**src/rtl/clk_mon_pkg.sv**
```systemverilog
// Shared types and defaults for the clock period monitor.
package clk_mon_pkg;

  typedef enum logic [1:0] {
    IDLE = 2'd0,
    ARM  = 2'd1,
    MEAS = 2'd2
  } state_t;

  localparam int DEF_CNT_W       = 16;
  localparam int DEF_SYNC_STAGES = 2;
  localparam int DEF_MIN_PERIOD  = 4;
  localparam int DEF_MAX_PERIOD  = 1000;
  localparam int DEF_STUCK_LIMIT = 2000;

  localparam logic [7:0] ERR_CNT_MAX = 8'hFF;

  // All-ones value of a w-bit counter, used as the saturation point.
  function automatic logic [31:0] cnt_sat(input int unsigned w);
    return (w >= 32) ? 32'hFFFF_FFFF : ((32'd1 << w) - 32'd1);
  endfunction

endpackage

```
**src/rtl/clk_mon_sync_edge_det.sv**
```systemverilog
// Synchroniser for the asynchronous measured signal plus registered
// rise/fall pulses; pulses appear STAGES+1 clk edges after the input edge.
module sync_edge_det
  import clk_mon_pkg::*;
#(
  parameter int STAGES = DEF_SYNC_STAGES
) (
  input  logic clk,
  input  logic rst_n,
  input  logic sig_in,
  output logic rise,
  output logic fall
);

  logic [STAGES-1:0] sync_q;
  logic              sig_q;

  // Synchroniser chain, previous-value flop and registered edge pulses.
  always_ff @(posedge clk or negedge rst_n) begin
    if (!rst_n) begin
      sync_q <= '0;
      sig_q  <= 1'b0;
      rise   <= 1'b0;
      fall   <= 1'b0;
    end else begin
      sync_q <= {sync_q[STAGES-2:0], sig_in};
      sig_q  <= sync_q[STAGES-1];
      rise   <= sync_q[STAGES-1] & ~sig_q;
      fall   <= ~sync_q[STAGES-1] & sig_q;
    end
  end

endmodule

```
**src/rtl/clk_period_monitor.sv**
```systemverilog
// Measures period and high time of sig_in in clk cycles, flags bad periods
// and a stuck input, and offers results over a valid/ready port.
//
//   state | meaning
//   IDLE  | disabled, counters held at 0
//   ARM   | enabled, waiting for the first rising edge
//   MEAS  | counting between rising edges, publishing on each rise
module clk_period_monitor
  import clk_mon_pkg::*;
#(
  parameter int CNT_W       = DEF_CNT_W,
  parameter int SYNC_STAGES = DEF_SYNC_STAGES,
  parameter int MIN_PERIOD  = DEF_MIN_PERIOD,
  parameter int MAX_PERIOD  = DEF_MAX_PERIOD,
  parameter int STUCK_LIMIT = DEF_STUCK_LIMIT
) (
  input  logic             clk,
  input  logic             rst_n,
  input  logic             en,
  input  logic             sig_in,
  output logic             meas_valid,
  input  logic             meas_ready,
  output logic [CNT_W-1:0] period,
  output logic [CNT_W-1:0] high_time,
  output logic             period_err,
  output logic             overrun,
  output logic             stuck,
  output logic [7:0]       err_count
);

  localparam logic [CNT_W-1:0] CNT_MAX   = CNT_W'(cnt_sat(CNT_W));
  localparam logic [CNT_W-1:0] MIN_P     = CNT_W'(MIN_PERIOD);
  localparam logic [CNT_W-1:0] MAX_P     = CNT_W'(MAX_PERIOD);
  localparam logic [CNT_W-1:0] STUCK_LIM = CNT_W'(STUCK_LIMIT);
  localparam logic [CNT_W-1:0] CNT_ONE   = CNT_W'(1);

  state_t           state, state_nxt;
  logic             rise, fall;
  logic [CNT_W-1:0] pcnt, hcnt, pcnt_inc, hcnt_inc;
  logic             high_open;
  logic             start, publish, stuck_hit, err_now;

  sync_edge_det #(.STAGES(SYNC_STAGES)) u_sync (
    .clk    (clk),
    .rst_n  (rst_n),
    .sig_in (sig_in),
    .rise   (rise),
    .fall   (fall)
  );

  assign pcnt_inc = (pcnt == CNT_MAX) ? pcnt : pcnt + CNT_ONE;
  assign hcnt_inc = (hcnt == CNT_MAX) ? hcnt : hcnt + CNT_ONE;
  assign err_now  = (pcnt < MIN_P) || (pcnt > MAX_P);

  // State register.
  always_ff @(posedge clk or negedge rst_n) begin
    if (!rst_n) state <= IDLE;
    else        state <= state_nxt;
  end

  // Next-state decode and per-cycle control strobes.
  always_comb begin
    state_nxt = state;
    start     = 1'b0;
    publish   = 1'b0;
    stuck_hit = 1'b0;
    case (state)
      IDLE: if (en) state_nxt = ARM;
      ARM: begin
        if (!en) begin
          state_nxt = IDLE;
        end else if (rise) begin
          start     = 1'b1;
          state_nxt = MEAS;
        end
      end
      MEAS: begin
        if (!en) begin
          state_nxt = IDLE;
        end else if (rise) begin
          publish = 1'b1;
          start   = 1'b1;
        end else if (pcnt >= STUCK_LIM) begin
          stuck_hit = 1'b1;
          state_nxt = ARM;
        end
      end
      default: state_nxt = IDLE;
    endcase
  end

  // Period/high counters; a fall freezes the high count for this period.
  always_ff @(posedge clk or negedge rst_n) begin
    if (!rst_n) begin
      pcnt      <= '0;
      hcnt      <= '0;
      high_open <= 1'b0;
    end else if (start) begin
      pcnt      <= CNT_ONE;
      hcnt      <= CNT_ONE;
      high_open <= 1'b1;
    end else if (state == MEAS && en && !stuck_hit) begin
      pcnt <= pcnt_inc;
      if (fall)           high_open <= 1'b0;
      else if (high_open) hcnt      <= hcnt_inc;
    end else begin
      pcnt      <= '0;
      hcnt      <= '0;
      high_open <= 1'b0;
    end
  end

  // Result registers, handshake, sticky flags and error counter.
  always_ff @(posedge clk or negedge rst_n) begin
    if (!rst_n) begin
      meas_valid <= 1'b0;
      period     <= '0;
      high_time  <= '0;
      period_err <= 1'b0;
      overrun    <= 1'b0;
      stuck      <= 1'b0;
      err_count  <= '0;
    end else begin
      if (publish) begin
        period     <= pcnt;
        high_time  <= hcnt;
        period_err <= err_now;
        meas_valid <= 1'b1;
        if (meas_valid && !meas_ready) overrun <= 1'b1;
        if (err_now && err_count != ERR_CNT_MAX) err_count <= err_count + 8'd1;
      end else if (meas_valid && meas_ready) begin
        meas_valid <= 1'b0;
      end
      // Publishing never happens with en low, so this cannot race a set.
      if (!en) overrun <= 1'b0;
      if (stuck_hit)  stuck <= 1'b1;
      else if (start) stuck <= 1'b0;
    end
  end

endmodule

```
**config.mk**
```make
export PLATFORM = sky130hd
export DESIGN_NAME = clk_period_monitor
export DESIGN_NICKNAME = d
export VERILOG_FILES = /design/src/rtl/clk_mon_pkg.sv /design/src/rtl/clk_mon_sync_edge_det.sv /design/src/rtl/clk_period_monitor.sv
export SDC_FILE = /design/constraint.sdc
export NUM_CORES = 1
export LEC_CHECK = 0
export BUFFER_PORTS_ARGS = -buffer_cell sky130_fd_sc_hd__buf_2
export CAP_MARGIN = 10
export CORE_UTILIZATION = 30
export CTS_BUF_LIST = sky130_fd_sc_hd__clkbuf_8
export DETAILED_ROUTE_END_ITERATION = 10
export MAX_ROUTING_LAYER = met4
export PLACE_DENSITY = 0.53
export REMOVE_ABC_BUFFERS = 1
export SKIP_LAST_GASP = 1
export SLEW_MARGIN = 10
export SYNTH_ARGS = -nofsm -noshare
export SYNTH_HDL_FRONTEND = slang
export SYNTH_SLANG_ARGS = --single-unit
export TNS_END_PERCENT = 10
```
**constraint.sdc**
```tcl
create_clock -name clk -period 4.56 [get_ports clk]
set_clock_uncertainty 0.15 [all_clocks]
set_input_delay 0.912 -clock clk [delete_from_list [all_inputs] [get_ports clk]]
set_output_delay 0.912 -clock clk [all_outputs]
set_load 0.02 [all_outputs]
```
==> results.yml <==
die:
  placement_rows: 41
  die_w_um: 116
  die_h_um: 116
  start_util_pct: 30.8
  fp.dieArea_um2: 13400
  fp.coreArea_um2: 12600
  top_level_ports: 49
clock_tree:
  root_buffer: "clkbuf_8"
  cts_tree: "yes"
  cts_htree_levels: 3
  ctsHoldBuffers: 0
  path_clk_slew_ns: 0.09
  cts-resized-gates: 0
  clk_latency_ns: 0.35
  cts_setup_buffers: 0
  clockBufferDepth: 2
  numClockSinks: 84
  cts_buffers: 9
sta:
  min_period_ns: 2.16
  setup_viol_count_final: 0
  final.setup.worst_slack_ns: 2.40
  drv_slew: 0
  fin_setup_tns_ns: 0
  fmax_mhz: 463
  worst_hold_slack_ns: 0.214
  rsz0062_at_grt: "no"
  finalCritPeriodShare_pct: 47.4
  hold_viol_final: 0
  relSlewSlack_pct: 29.7
  worst_slew_pin_slew_ns: 1.05
route:
  wirelength_mm: 7.60
  drc: 0
  via_per_inst: 4.63
  firstDrtPassIters: 4
  drt_iter0_drc: 101
  vias: 2633
  wl_per_cell_um: 13.4
  antenna_left: 0
placed_design:
  gp_congestion: 0.779
  hpwlAfterDp_mm: 5.20
  portBuffers: 48
  dp.cells: 553
  pre_cts_ws_ns: 2.10
setup_path:
  crit_buf_inv: 1
  r2r_cells: 7
  cp_max_fo: 6
  critPathKind: "reg2reg"
  cp_slowest_cell: "dfrtp_1"
  cp_num_cells: 7
  required_ns: 4.65
  cp-end-kind: "register"
  critPathLaunchType: "register"
  cp_top_family: "simple AND/OR/NAND/NOR gates"
  crit_path_max_incr_delay_ns: 0.42
  cp_cell_sequence: "inv_1 > ha_1 > nand3_2 > a41oi_1 > and4_1 > nand4_1 > xnor2_1"
  cp.arrival_ns: 2.25
power:
  pwr-share-seq_pct: 48.5
  combPwrFrac_pct: 11.2
  internal_power_w: 0.00124
  p_clk_share_pct: 40.3
  leakagePower_nw: 2.07
  p_sw_w: 0.000417
  p_per_area_nw_per_um2: 364
  ir_worst_vdd_mv: 0.178
  switching_share_pct: 25.1
logic_synthesis:
  synthAdderAreaFrac_pct: 2.57
  syn_avg_cell_area_um2: 11.3
  synthCells: 345
  ys_seq_area_share_pct: 54.0
  synth-simple-area-share_pct: 18.2
  synth_top_family_by_area: "simple AND/OR/NAND/NOR gates"
  synthArstFlopShare_pct: 100
  synth_compound_area_share_pct: 5.88
  synth.cell_area_um2: 3890
  ys_seq_elements: 84
  yosysUniqueCellTypes: 45
  ys_warn_count: 0
  synth-xor-area-share_pct: 6.53
  synth_ff_type: "dfrtp_1"
  synth_edf_count: 0
  synth_mux_area_share_pct: 10.5
grt:
  grt_antenna_before_repair: 0
  overflow: 0
  grt_use_total_pct: 12.8
  grt_pass1_wl_mm: 12.9
  grt_max_degree: 85
  grt_pass1_vias: 2615
worst_hold_path:
  min_path_type: "reg2reg"
  holdPathStages: 0
layout:
  diodes: 0
  layout_common_cells: "84 x dfrtp_1, 47 x buf_2, 35 x nor2_1"
  layout-drive-gt1-share_pct: 28.2
  fin_nets: 405
  layout_commonest_cell: "dfrtp_1"
  areaGrowthSynthToFinish_pct: 17.3
  stdcell_count: 569
run_status:
  status: "finished, final reports clean"
job:
  cap_violations: 0
path summary, 6_finish.rpt:
check	to	slack (ns)	start
worst min-delay path	u_sync.sync_q[1]	0.21	u_sync.sync_q[0]
worst max-delay path	err_count[5]	2.40	state[0]
min in group asynchronous	meas_valid	0.58	rst_n
worst max register to register	err_count[5]	2.40	state[0]
max in group asynchronous	state[0]	2.99	rst_n
worst min register to register	u_sync.sync_q[1]	0.21	u_sync.sync_q[0]
synth_stat cells, types with 2 or more instances:
master	number	area share [%]
inv_1	7	0.68
buf_1	3	0.29
nand3_1	21	2.7
nand2_1	26	2.5
nand2b_1	3	0.48
a21oi_1	9	1.2
xnor2_1	29	6.5
nand4_1	5	0.80
nor3_1	5	0.64
ha_1	8	2.6
o21ai_0	11	1.4
mux2i_1	7	1.8
clkbuf_1	4	0.39
nor4_1	9	1.4
nor3_4	2	0.84
nor3b_1	3	0.58
buf_2	6	0.77
and3_1	5	0.80
nor3_2	3	0.77
dfrtp_1	84	54
nor2b_1	3	0.48
and4_1	5	1.1
a31oi_1	2	0.32
nor2_1	35	3.4
a211oi_2	2	0.64
mux2_2	29	8.4
layout make-up:
type                            count  area (µm²)
Fill cell                        1272        8060
Timing Repair Buffer               50         258
Multi-Input combinational cell    240        1700
Tap cell                          172         215
Clock buffer                       11         151
Sequential cell                    84        2100
Clock inverter                      5         106
Inverter                            7        26.3
power groups by stage:
stage	Clock [W]	Combinational (W)	Sequential (W)
5_1_grt	0.000713	0.000214	0.000812
3_5_place_dp	0	0.000188	0.000821
4_1_cts	0.000692	0.000190	0.000806
2_1_floorplan	0	0.0000999	0.000837
6_report	0.000668	0.000186	0.000806
3_3_place_gp	0	0.000184	0.000819
layer usage:
metal	wire length (µm)	track usage, %
met5	0	-
met4	117	4.70
met3	323	3.35
met2	3400	19.0
met1	3760	16.7
flip-flops by register name, indices dropped and copies added, names as in the netlist:
name	count
hcnt	16
high_time	16
pcnt	16
period	16
err_count	8
state	2
u_sync.sync_q	2
high_open	1
meas_valid	1
overrun	1
period_err	1
stuck	1
u_sync.fall	1
u_sync.rise	1
u_sync.sig_q	1
metrics by stage:
step	util, %	cell area (µm²)	power [W]
3_5_place_dp	34.1	4310	0.00101
5_1_grt	36.2	4560	0.00174
6_report	36.2	4560	0.00166
4_1_cts	36.2	4560	0.00169
2_1_floorplan	-	3830	0.000937
3_3_place_gp	34.1	4310	0.00100
cells by family (layout without fill, tap and decap cells):
| group | count (synthesis) | after routing |
|---|---|---|
| adder cells (fa/ha/maj) | 8 | 8 |
| flip-flops | 84 | 84 |
| XOR/XNOR | 29 | 29 |
| multiplexers | 37 | 37 |
| AND/OR/NAND/NOR | 133 | 133 |
| buffers and inverters | 21 | 73 |
| AO/OA/AOI/OAI | 33 | 33 |
Power figures use the tool's default switching activity.
